==> src/rtl/program_sequencer.sv <==
// Fetch/execute engine for the glitch-stimulus program ROM: serial byte sends, pin updates, delays.
// Optional PROG_SEQ_ABORT_EN adds an abort input that returns a running program to IDLE.
module program_sequencer #(
    parameter int unsigned PROG_LEN = 14,
    parameter int unsigned CLK_DIV  = 4
) (
    input  logic        clk,
    input  logic        rst_n,
    input  logic        start,
`ifdef PROG_SEQ_ABORT_EN
    input  logic        abort,
`endif
    output logic [7:0]  instr_pt,
    input  logic [11:0] instr,
    output logic [7:0]  delay_num,
    input  logic [31:0] delay_len,
    output logic        sdo,
    output logic        sclk,
    output logic [7:0]  pins,
    output logic        busy,
    output logic        done
);

    typedef enum logic [2:0] {
        S_IDLE,
        S_FETCH,
        S_SEND,
        S_PINS,
        S_DELAY,
        S_DONE
    } state_t;

    localparam logic [1:0]  OP_SEND  = 2'b00;
    localparam logic [1:0]  OP_PINS  = 2'b01;
    localparam logic [1:0]  OP_HALT  = 2'b11;
    localparam logic [7:0]  PTR_END  = 8'(PROG_LEN);
    localparam logic [31:0] DIV_LAST = 32'(CLK_DIV - 1);

    state_t      state, state_n;
    logic [7:0]  ptr_n, dnum_n;
    logic [7:0]  ir_opnd, opnd_n;
    logic        sdo_n, sclk_n;
    logic [7:0]  pins_n;
    logic [2:0]  bit_cnt, bit_n;
    logic [31:0] div_cnt, div_n;
    logic [31:0] dly_cnt, dly_n;
    logic        dly_first, first_n;
    logic        exec_done;
    logic        unused_instr_lsb;

    assign unused_instr_lsb = instr[0];

    assign busy = (state == S_FETCH) || (state == S_SEND) ||
                  (state == S_PINS)  || (state == S_DELAY);
    assign done = (state == S_DONE);

    always_ff @(posedge clk or negedge rst_n) begin
        if (!rst_n) begin
            state     <= S_IDLE;
            instr_pt  <= '0;
            delay_num <= '0;
            ir_opnd   <= '0;
            sdo       <= 1'b0;
            sclk      <= 1'b0;
            pins      <= '0;
            bit_cnt   <= '0;
            div_cnt   <= '0;
            dly_cnt   <= '0;
            dly_first <= 1'b0;
        end else begin
            state     <= state_n;
            instr_pt  <= ptr_n;
            delay_num <= dnum_n;
            ir_opnd   <= opnd_n;
            sdo       <= sdo_n;
            sclk      <= sclk_n;
            pins      <= pins_n;
            bit_cnt   <= bit_n;
            div_cnt   <= div_n;
            dly_cnt   <= dly_n;
            dly_first <= first_n;
        end
    end

    always_comb begin
        state_n   = state;
        ptr_n     = instr_pt;
        dnum_n    = delay_num;
        opnd_n    = ir_opnd;
        sdo_n     = sdo;
        sclk_n    = sclk;
        pins_n    = pins;
        bit_n     = bit_cnt;
        div_n     = div_cnt;
        dly_n     = dly_cnt;
        first_n   = dly_first;
        exec_done = 1'b0;

        case (state)
            S_IDLE, S_DONE: begin
                if (start) begin
                    state_n = S_FETCH;
                    ptr_n   = '0;
                end
            end
            S_FETCH: begin
                if (instr_pt == PTR_END || !instr[9] || instr[11:10] == OP_HALT) begin
                    state_n = S_DONE;
                end else begin
                    opnd_n = instr[8:1];
                    bit_n  = '0;
                    div_n  = '0;
                    case (instr[11:10])
                        OP_SEND: begin
                            // MSB is presented during FETCH so it is valid on the first SEND cycle
                            state_n = S_SEND;
                            sdo_n   = instr[8];
                            sclk_n  = 1'b0;
                        end
                        OP_PINS: state_n = S_PINS;
                        default: begin
                            state_n = S_DELAY;
                            dnum_n  = instr[8:1];
                            first_n = 1'b1;
                        end
                    endcase
                end
            end
            S_SEND: begin
                // sclk doubles as the half-period phase flag; ir_opnd shifts so [7] is the current bit
                if (div_cnt == DIV_LAST) begin
                    div_n = '0;
                    if (!sclk) begin
                        sclk_n = 1'b1;
                    end else begin
                        sclk_n = 1'b0;
                        if (bit_cnt == 3'd7) begin
                            exec_done = 1'b1;
                        end else begin
                            bit_n  = bit_cnt + 3'd1;
                            opnd_n = {ir_opnd[6:0], 1'b0};
                            sdo_n  = ir_opnd[6];
                        end
                    end
                end else begin
                    div_n = div_cnt + 32'd1;
                end
            end
            S_PINS: begin
                pins_n    = ir_opnd;
                exec_done = 1'b1;
            end
            S_DELAY: begin
                first_n = 1'b0;
                // first cycle loads the remaining count after itself; lengths 0 and 1 finish here
                if (dly_first) begin
                    if (delay_len <= 32'd1) exec_done = 1'b1;
                    else                    dly_n     = delay_len - 32'd2;
                end else if (dly_cnt == '0) begin
                    exec_done = 1'b1;
                end else begin
                    dly_n = dly_cnt - 32'd1;
                end
            end
            default: state_n = S_IDLE;
        endcase

        if (exec_done) begin
            state_n = S_FETCH;
            ptr_n   = instr_pt + 8'd1;
        end

`ifdef PROG_SEQ_ABORT_EN
        if (abort && busy) begin
            state_n = S_IDLE;
            sdo_n   = 1'b0;
            sclk_n  = 1'b0;
            pins_n  = '0;
        end
`endif
    end

endmodule

==> config.mk <==
export PLATFORM = sky130hd
export DESIGN_NAME = program_sequencer
export DESIGN_NICKNAME = d
export VERILOG_FILES = /design/src/rtl/program_sequencer.sv
export SDC_FILE = /design/constraint.sdc
export NUM_CORES = 1
export LEC_CHECK = 0
export BUFFER_PORTS_ARGS = -buffer_cell sky130_fd_sc_hd__buf_4
export CELL_PAD_IN_SITES_DETAIL_PLACEMENT = 2
export CELL_PAD_IN_SITES_GLOBAL_PLACEMENT = 2
export CORE_MARGIN = 2
export CORE_UTILIZATION = 39
export CTS_CLUSTER_DIAMETER = 100
export DETAILED_ROUTE_END_ITERATION = 8
export PLACE_DENSITY_LB_ADDON = 0.1
export SLEW_MARGIN = 20
export SYNTH_ARGS = -nofsm -noshare
export SYNTH_HDL_FRONTEND = slang
export SYNTH_SLANG_ARGS = --single-unit
==> constraint.sdc <==
create_clock -name clk -period 6.4 [get_ports clk]
set_input_delay 0.96 -clock clk [delete_from_list [all_inputs] [get_ports clk]]
set_output_delay 0.96 -clock clk [all_outputs]
set_load 0.01 [all_outputs]
* Word level (Yosys, flattened, before mapping) *
Cells that the tools add are included.

word-level totals
  register bits after elaboration = 105
  word-level logic and storage cells = 109
  input port bits = 47

cells by class
  multiplexer cells = 45
  $add $sub $neg = 5
  reductions and logical operators = 25
  bitwise gates (word level) = 2
  eq/ne operators = 20
  order comparisons = 1

operators by type and width
  kind                   count
  $mux 32                5
  $pmux 32 s2            1
  $mux 8                 7
  $add 32x1->32 const B  1
  $eq 32x2->1 const B    1
  $le 32x1->1 const B    1
  $logic_not 32->1       1
  $sub 32x1->32 const B  1
  $sub 32x2->32 const B  1
  $mux 3                 7
  $mux 1                 17
  $pmux 8 s2             1
  $ne 2x2->1 const B     6
  $pmux 3 s2             2
  $eq 3x3->1 const B     3
  $pmux 3 s3             1
  $reduce_and 3->1       3
  $add 8x1->8 const B    1
  $eq 8x4->1 const B     1
  $reduce_bool 2->1      4
  $eq 3x2->1 const B     2
  $ne 2x1->1 const B     3
  $pmux 1 s2             3
  $reduce_and 2->1       3
  other kinds (16)       22

* Logic depth before layout (Yosys ltp) *
Gate-level depths: netlist of the first run.

  word-level depth = 7
  gate-level depth with buffers = 11
  depth with buffers taken out = 8

* Worst setup path before layout of the first run *
OpenSTA, ideal clock, no wires.

  path type = input to register
  start = in delay_len[4]
  end = reg dly_cnt[28]
  path buffers = 3
  data required time = 6.279 ns
  cell stages on the path = 9
  arrival = 2.687 ns
  library setup time = 0.121 ns
  setup slack = 3.591 ns
  path through = or4_1 > clkbuf_1 > nor4_4 > and4_1 > or3_1 > buf_4 > buf_6 > nor2_1 > o22a_1

on the way
  cells in the longest elaborated chain, start to end = 3

ends and longest elaborated chain
  element                                                       RTL line  source
  from (decl)                                                   16        input logic [31:0] delay_len,
  $le 32x1->1 or $sub 32x2->32 (tied branches)                  157, 158
  $ne 2x2->1 (no source line) or $mux 32 (tied branches)        -
  $reduce_and 3->1 (no source line) or $mux 32 (tied branches)  -
  to (signal assigned)                                          80        dly_cnt <= dly_n;
  to (decl)                                                     46        logic [31:0] dly_cnt, dly_n;

Several ways; a longest one is shown, not always the timed one. The select of a mux whose other input is x is not followed.
A chain may end at the register's enable or synchronous reset.

* Final worst setup path of the first run *
  start = in delay_len[12]
  end = reg dly_cnt[5]

on the way
  cells in the longest elaborated chain, start to end = 3

ends and longest elaborated chain
  element                            RTL line  source
  $le 32x1->1                        157       if (delay_len <= 32'd1) exec_done = 1'b1;
  $ne 2x2->1 (no source line)        -
  $reduce_and 3->1 (no source line)  -

Every way passes these cells.

==> results.yml, run 1 <==
run_status:
  status: "complete, no violations"
synthesis:
  syn_nets: 795
  syn_area_sq_um: 6480
  synth.area.top_cells: "dfrtp_1, o21ai_0, nor2_1"
  synth-seq-cells: 105
  synthArstFlopShare: 1.00
  netlist.area_leader.share: 0.405
  synth-edff-count: 0
  synth_largest_area_cell: "dfrtp_1"
  ys_dominant_reg_cell: "dfrtp_1"
  yosysWarnings: 0
  synthesis.instances: 741
  ys_types: 61
  syn_area_per_cell_sq_um: 8.74
  synth_seq_area_share: 0.405
sta:
  finalMaxSlewViolations: 0
  whs_ns: 0.503
  period_share: 0.629
  min_period_ns: 4.02
  setup_tns_ns: 0
  tightest_slew_ns: 1.07
  max_freq_mhz: 249
  hold_violations: 0
  final.setup_skew_ns: 0.0160
  rsz0062_at_grt: "no"
  maxSlewHeadroom: 0.285
  finalSetupViolCount: 0
grt:
  grtUsageTotal: 0.246
  grt_pass1_vias: 6749
  grt_pass1_wl_um: 35200
  antenna_found_initial: 0
  overflow: 0
  grt_max_degree: 76
floorplanning:
  num_rows: 47
  io_pins: 75
  start_util: 0.395
  die_w_um: 133
  fp.coreArea_sq_um: 16400
  dieArea_sq_um: 17700
  die_h_um: 133
cells_and_area:
  synthToLayoutAreaGrowth_pct: 16.2
  final_layout_size_suffix_gt1_frac: 0.170
  diodes: 0
  regArea_sq_um: 2630
  multi_input_comb_area_sq_um: 3650
  fin_nets: 851
  fillers: 1797
cts:
  cts_buffers: 9
  cts_tree: "built"
  clkTransAtPathRegs_ns: 0.08
  cts_setup_buffers: 0
  cts_buffer_depth: 2
  clock_latency_ns: 0.37
  cts-root-buf: "clkbuf_16"
  h-tree-depth: 3
  cts_hold_buffers: 0
  numClockSinks: 105
  ctsResizeCount: 0
worst_setup_path:
  critPathMaxFanout: 31
  reg2regPathDepth: 9
  cp_data_arrival_time_ns: 4.27
  endpoint_kind: "register"
  worstSetupPathType: "input port to register"
  cp.required_ns: 6.65
  start_kind: "input port"
  regToRegSetupSlack_ns: 2.44
route:
  drc: 0
  wl_per_cell_um: 20.5
  final_antenna_net_count: 0
  drtIter0Drc: 253
  vias: 6080
  wirelength_um: 21000
  avgViaCountPerCell: 5.95
  dr.pass1.iters: 4
place:
  numPortBuffers: 73
  hpwl_um: 15100
  place_congestion: 0.787
min_path:
  hold_path_depth: 1
  worstHoldPathType: "register to register"
power_and_ir_drop:
  power_leakage_uw: 0.00302
  ir_drop_mv: 0.175
  p_per_area_nw_per_um2: 367
job:
  cap_viol_max_count: 0
[Yosys cell counts, types with 8 or more instances]
cell	n
dfrtp_1	105
nor2_1	71
o21ai_0	69
nand2_1	65
nor3_1	37
a21oi_1	36
xnor2_1	30
clkbuf_1	27
nand3_1	27
nor4_1	27
a22oi_1	16
mux2_2	16
inv_1	15
and3_1	13
nand4_1	13
mux2i_1	11
xor2_1	11
or3_1	10
o22a_1	8
o2bb2ai_1	8
o31ai_1	8
[path summary, 6_finish.rpt]
kind                               start     endpoint
max                        delay_len[12]   dly_cnt[5]
min                           bit_cnt[0]   bit_cnt[0]
max reg2reg                   dly_cnt[0]   dly_cnt[5]
min reg2reg                   bit_cnt[0]   bit_cnt[0]
max in group asynchronous          rst_n  div_cnt[18]
min in group asynchronous          rst_n  dly_cnt[15]
[stage by stage]
step           total power (uW)  area [sq um]  setup WS [ns]  std cells   util
5_1_grt                    2960          7530           2.17       1022  0.459
3_5_place_dp               2190          7230           1.97       1006  0.440
3_3_place_gp               2100          7230           2.08       1006  0.440
4_1_cts                    2790          7530           2.38       1022  0.459
2_1_floorplan              1770          6480           3.59        741      -
6_report                   2770          7530           2.38       1022  0.459
[cell families (layout without fill, tap and decap cells)]
logic type / Yosys count / count (layout) / share of synthesized area
AO/OA/AOI/OAI: 179 / 179 / 0.172
XOR/XNOR: 41 / 41 / 0.0554
adder cells (fa/ha/maj): 7 / 7 / 0.0135
buffers and inverters: 52 / 113 / 0.0338
flip-flops: 105 / 105 / 0.405
multiplexers: 27 / 27 / 0.0448
AND/OR/NAND/NOR: 330 / 330 / 0.275
[report_power, final]
| part | internal [uW] | leakage, uW | switching, uW |
|---|---|---|---|
| Combinational | 425 | 0.00153 | 593 |
| Clock | 279 | 0.000145 | 296 |
| Sequential | 896 | 0.00135 | 277 |
| Total | 1600 | 0.00302 | 1170 |
[state kept, by name, summed over array words and instances (netlist names)]
name / count
div_cnt: 32
dly_cnt: 32
delay_num: 8
instr_pt: 8
ir_opnd: 8
pins: 8
bit_cnt: 3
state: 3
dly_first: 1
sclk: 1
sdo: 1
[layout by cell type (no fill, tap or decap), types with 5 or more instances in the layout]
master and n:
a21oi_1 36, a22oi_1 16, and2_1 6, and3_1 13, buf_4 82, clkbuf_16 9, dfrtp_1 104, ha_1 7
inv_1 15, mux2_2 16, mux2i_1 11, nand2_1 65, nand2b_1 7, nand3_1 27, nand4_1 13, nand4b_1 5
nor2_1 71, nor2b_1 6, nor3_1 36, nor4_1 27, nor4b_1 6, o21ai_0 69, o22a_1 8, o2bb2ai_1 8
o31ai_1 8, or2_2 6, or3_1 10, or4_1 7, xnor2_1 30, xor2_1 11
[per-layer routing]
| layer | GRT usage | routed length [um] | vias up |
|---|---|---|---|
| met1 | 0.310 | 9260 | 3146 |
| met4 | 0.0675 | 310 | 0 |
| met3 | 0.0314 | 499 | 21 |
| met2 | 0.443 | 10900 | 70 |
| met5 | 0 | 0 | - |
| li1 | - | - | 2843 |
[worst max-delay path: stages]
cell and delay (ns):
buf_4 0.12, or4_4 0.56, nor4_4 0.71, and4_1 0.43, or3_1 0.86, buf_4 0.34
a21oi_1 0.06, o22a_1 0.21
[final cells by class]
class | instances | area share
multi-input cells | 584 | 0.485
flip-flops and latches | 105 | 0.349
repair buffers | 82 | 0.0818
well taps | 220 | 0.0366
clock buffers | 9 | 0.0299
clock inverters | 7 | 0.00997
inverters | 15 | 0.00748
(Power assumes the default switching activity.)
==> run 2, diff against run 1 <==
Settings changed: CORE_UTILIZATION 39 to 33.
Clock period 6.4 ns to 3.2 ns, I/O delays scaled along.
==> run 2 against run 1 <==
  * Clock skew increased by 0.0022 ns
  * Sequential cell count unchanged
  * Die area grew 18%
  * Worst setup slack worse by 2.1 ns
  * Count of clock-buffer cells in the layout grew 4
  * Combinational power up 100%
==> results.yml, run 2 (synthesis gave the netlist of run 1 again) <==
grt:
  grt_pass1_vias: 6696
  grt_pass1_wl_um: 35200
  overflow: 0
  antenna_found_initial: 0
  grtUsageTotal: 0.213
  grt_max_degree: 71
sta:
  rsz0062_at_grt: "no"
  finalSetupViolCount: 0
  period_share: 0.902
  final.setup_skew_ns: 0.0182
  setup_tns_ns: 0
  min_period_ns: 2.89
  finalMaxSlewViolations: 0
  worst_slack_ns: 0.315
  tightest_slew_ns: 0.942
  hold_violations: 0
  max_freq_mhz: 347
  maxSlewHeadroom: 0.370
  whs_ns: 0.103
job:
  cap_viol_max_count: 0
route:
  drtIter0Drc: 224
  dr.pass1.iters: 4
  avgViaCountPerCell: 5.64
  wirelength_um: 21000
  drc: 0
  vias: 6076
  final_antenna_net_count: 0
  wl_per_cell_um: 19.5
cts:
  cts_hold_buffers: 0
  cts_buffers: 9
  cts_buffer_depth: 2
  clkTransAtPathRegs_ns: 0.08
  ctsResizeCount: 0
  cts_tree: "built"
  h-tree-depth: 3
  cts-root-buf: "clkbuf_16"
  numClockSinks: 105
  cts_setup_buffers: 0
  clock_latency_ns: 0.36
min_path:
  worstHoldPathType: "input port to async pin"
worst_setup_path:
  cp_top_family: "simple AND/OR/NAND/NOR gates"
  critPathMaxStageDelay_ns: 0.73
  cp.required_ns: 3.44
  crit_cells: 9
  cp_data_arrival_time_ns: 3.13
  crit_top_cell: "and4_1"
  endpoint_kind: "register"
  crit_chain: "inv_1 -> ha_1 -> nor4b_1 -> buf_4 -> and4_1 -> and4_1 -> nor3_4 -> o21ai_0 -> o2bb2ai_1"
  cp_num_buf_inv: 2
  start_kind: "register"
  worstSetupPathType: "register to register"
  critPathMaxFanout: 23
  reg2reg_from: "dly_cnt[0]"
  startpoint: "dly_cnt[0]"
  reg2regPathDepth: 9
  cpMaxStageDelayCell: "nor3_4"
run_status:
  status: "complete, no violations"
cells_and_area:
  layout_common_cells: "dfrtp_1, buf_4, nor2_1"
  mostFrequentLayoutCell: "dfrtp_1"
  fillers: 2207
  synthToLayoutAreaGrowth_pct: 18.4
  top_regs: "div_cnt x32, dly_cnt x32"
  final_layout_size_suffix_gt1_frac: 0.177
  final_area_sq_um: 7670
  fin_nets: 862
  diodes: 0
floorplanning:
  die_w_um: 144
  dieArea_sq_um: 20800
  fp.coreArea_sq_um: 19300
  die_h_um: 144
  start_util: 0.335
  num_rows: 51
  io_pins: 75
power_and_ir_drop:
  p_per_area_nw_per_um2: 721
  power_leakage_uw: 0.00307
  ir_drop_mv: 0.352
place:
  place_congestion: 0.800
  numPortBuffers: 73
  post_dp_cell_area_sq_um: 7380
  pre_cts_ws_ns: 0.347
  hpwl_um: 15600
-- run 2: report_power, final --
part / internal, uW / switching [uW] / leakage (uW) / total, uW
combinational: 892 / 1160 / 0.00158 / 2050
sequential: 1790 / 539 / 0.00135 / 2330
clock: 628 / 516 / 0.000140 / 1140
-- run 2: layer usage --
layer | vias up | global-route usage | share of wire
met1 | 3131 | 0.282 | 0.46
met3 | 13 | 0.0222 | 0.025
met5 | - | 0 | 0
met4 | 0 | 0.0485 | 0.011
li1 | 2856 | - | -
met2 | 76 | 0.375 | 0.50
-- run 2: cell type report --
class,count,area [sq um],area share
timing repair buffer,93,711,0.0927
clock buffer,13,250,0.0326
clock inverter,2,38.8,0.00506
inverter,15,56.3,0.00734
sequential,105,2630,0.343
tap,265,332,0.0432
multi-input combinational,584,3650,0.476
-- run 2: final timing paths --
check                                to  slack, ns
setup / recovery            dly_cnt[21]       0.31
hold / removal                  pins[5]       0.10
setup reg to reg            dly_cnt[21]       0.31
hold reg to reg              bit_cnt[0]       0.50
max in group asynchronous   dly_cnt[24]       2.32
min in group clk           delay_num[0]       0.37
-- run 2: metrics by stage --
| stage | std cells | total power [uW] | utilization |
|---|---|---|---|
| after CTS | 1077 | 5590 | 0.397 |
| after global routing | 1077 | 5960 | 0.397 |
| final | 1077 | 5530 | 0.397 |
| after detailed placement | 1062 | 4420 | 0.382 |
| after floorplan | 741 | 3540 | - |
| after global placement | 1062 | 4270 | 0.382 |
==> run 3, diff against run 2 <==
Settings changed: CORE_UTILIZATION 33 to 39.
Clock period 3.2 ns to 3.65 ns, I/O delays scaled along.
==> run 3 against run 2 <==
  * Non-clock buffer count is 5 lower
  * Wire length is 1.9% higher
  * Sequential share of layout area up 0.26 points
  * Design area fell by 0.75%
  * Cell count shrank 4.5%
  * Global-route usage is 3.9 points higher
  * Worst setup slack better by 0.31 ns
  * Clock skew shrank 0.0065 ns
  * Total power is 11% lower
  * Hold slack better by 0.097 ns
  * Fmax is 4.7% lower
  * Critical path type unchanged
  * Critical endpoint is now dly_cnt[11]
  * Largest power group unchanged
==> results.yml, run 3 (synthesis gave the netlist of run 1 again) <==
route:
  drtIter0Drc: 308
  vias: 6066
  wl_per_cell_um: 20.8
  avgViaCountPerCell: 5.90
  dr.pass1.iters: 4
  drc: 0
  final_antenna_net_count: 0
  wirelength_um: 21400
sta:
  final.setup_skew_ns: 0.0118
  maxSlewHeadroom: 0.362
  finalSetupViolCount: 0
  finalMaxSlewViolations: 0
  period_share: 0.829
  rsz0062_at_grt: "no"
  setup_tns_ns: 0
  max_freq_mhz: 330
  min_period_ns: 3.03
  worst_slack_ns: 0.624
  hold_violations: 0
  tightest_slew_ns: 0.953
worst_setup_path:
  reg2reg_to: "dly_cnt[11]"
  cp-endpoint: "dly_cnt[11]"
  startpoint: "dly_cnt[0]"
  reg2regPathDepth: 9
  reg2reg_from: "dly_cnt[0]"
  critPathMaxFanout: 23
  cp_data_arrival_time_ns: 3.26
  endpoint_kind: "register"
  start_kind: "register"
  regToRegSetupSlack_ns: 0.62
  cp.required_ns: 3.89
  worstSetupPathType: "register to register"
cells_and_area:
  top_regs: "div_cnt x32, dly_cnt x32"
  mostFrequentLayoutCell: "dfrtp_1"
  fin_nets: 857
  layout_common_cells: "dfrtp_1, buf_4, nor2_1"
  final_area_sq_um: 7610
  final_layout_size_suffix_gt1_frac: 0.177
  diodes: 0
  final_cells: 1028
  synthToLayoutAreaGrowth_pct: 17.5
cts:
  numClockSinks: 105
  cts_buffers: 9
  h-tree-depth: 3
  cts_setup_buffers: 0
  cts-root-buf: "clkbuf_16"
  cts_tree: "built"
  clock_latency_ns: 0.36
  cts_buffer_depth: 2
  cts_hold_buffers: 0
  ctsResizeCount: 0
  clkTransAtPathRegs_ns: 0.08
run_status:
  status: "complete, no violations"
place:
  placed_cells: 1012
  place_congestion: 0.813
  post_dp_cell_area_sq_um: 7280
  pre_cts_ws_ns: 0.639
  hpwl_um: 15600
  numPortBuffers: 73
floorplanning:
  start_util: 0.395
  io_pins: 75
  fp.coreArea_sq_um: 16400
  num_rows: 47
  die_h_um: 133
  dieArea_sq_um: 17700
  die_w_um: 133
power_and_ir_drop:
  ir_drop_mv: 0.310
  total_power_uw: 4920
  power_leakage_uw: 0.00307
  p_per_area_nw_per_um2: 647
grt:
  grt_pass1_vias: 6847
  antenna_found_initial: 0
  grtUsageTotal: 0.252
  overflow: 0
  grt_max_degree: 71
  grt_pass1_wl_um: 35900
job:
  cap_viol_max_count: 0
min_path:
  worstHoldPathType: "input port to async pin"
[run 3: worst min path at each step]
stage               start          end  depth (start not counted)
6_report            rst_n  dly_cnt[16]                          1
5_1_grt             rst_n  dly_cnt[17]                          1
4_1_cts             rst_n  dly_cnt[16]                          1
3_5_place_dp   ir_opnd[7]   ir_opnd[7]                          2
3_3_place_gp   ir_opnd[7]   ir_opnd[7]                          2
2_1_floorplan       rst_n   bit_cnt[0]                          0
[run 3: critical path, stage by stage, from the launching register on]
cell and delay, ns:
dfrtp_1 0.41, inv_1 0.09, ha_1 0.28, nor4b_1 0.19
buf_4 0.16, and4_1 0.26, and4_1 0.32, nor3_4 0.75
o21ai_0 0.25, o2bb2ai_1 0.19
[run 3: report_power, final]
part	switching, uW	internal (uW)
Combinational	1030	773
Sequential	482	1570
Clock	509	555
Total	2020	2900
[run 3: final cells by class]
type	count	area [sq um]
repair buffers	88	673
flip-flops and latches	105	2630
clock buffers	9	225
well taps	220	275
inverters	15	56.3
multi-input cells	584	3650
fillers	1772	8790
clock inverters	7	100
[run 3: through the flow]
step	utilization	hold slack (ns)
after floorplan	-	0.252
after global placement	0.444	0.461
after detailed placement	0.444	0.486
after CTS	0.464	0.231
after global routing	0.464	0.260
final	0.464	0.200
[run 3: routing by layer]
metal,track usage,wire length [um],part of all wire
met2,0.454,11000,0.52
met1,0.312,9410,0.44
met5,0,0,0
met4,0.0717,375,0.018
met3,0.0379,557,0.026
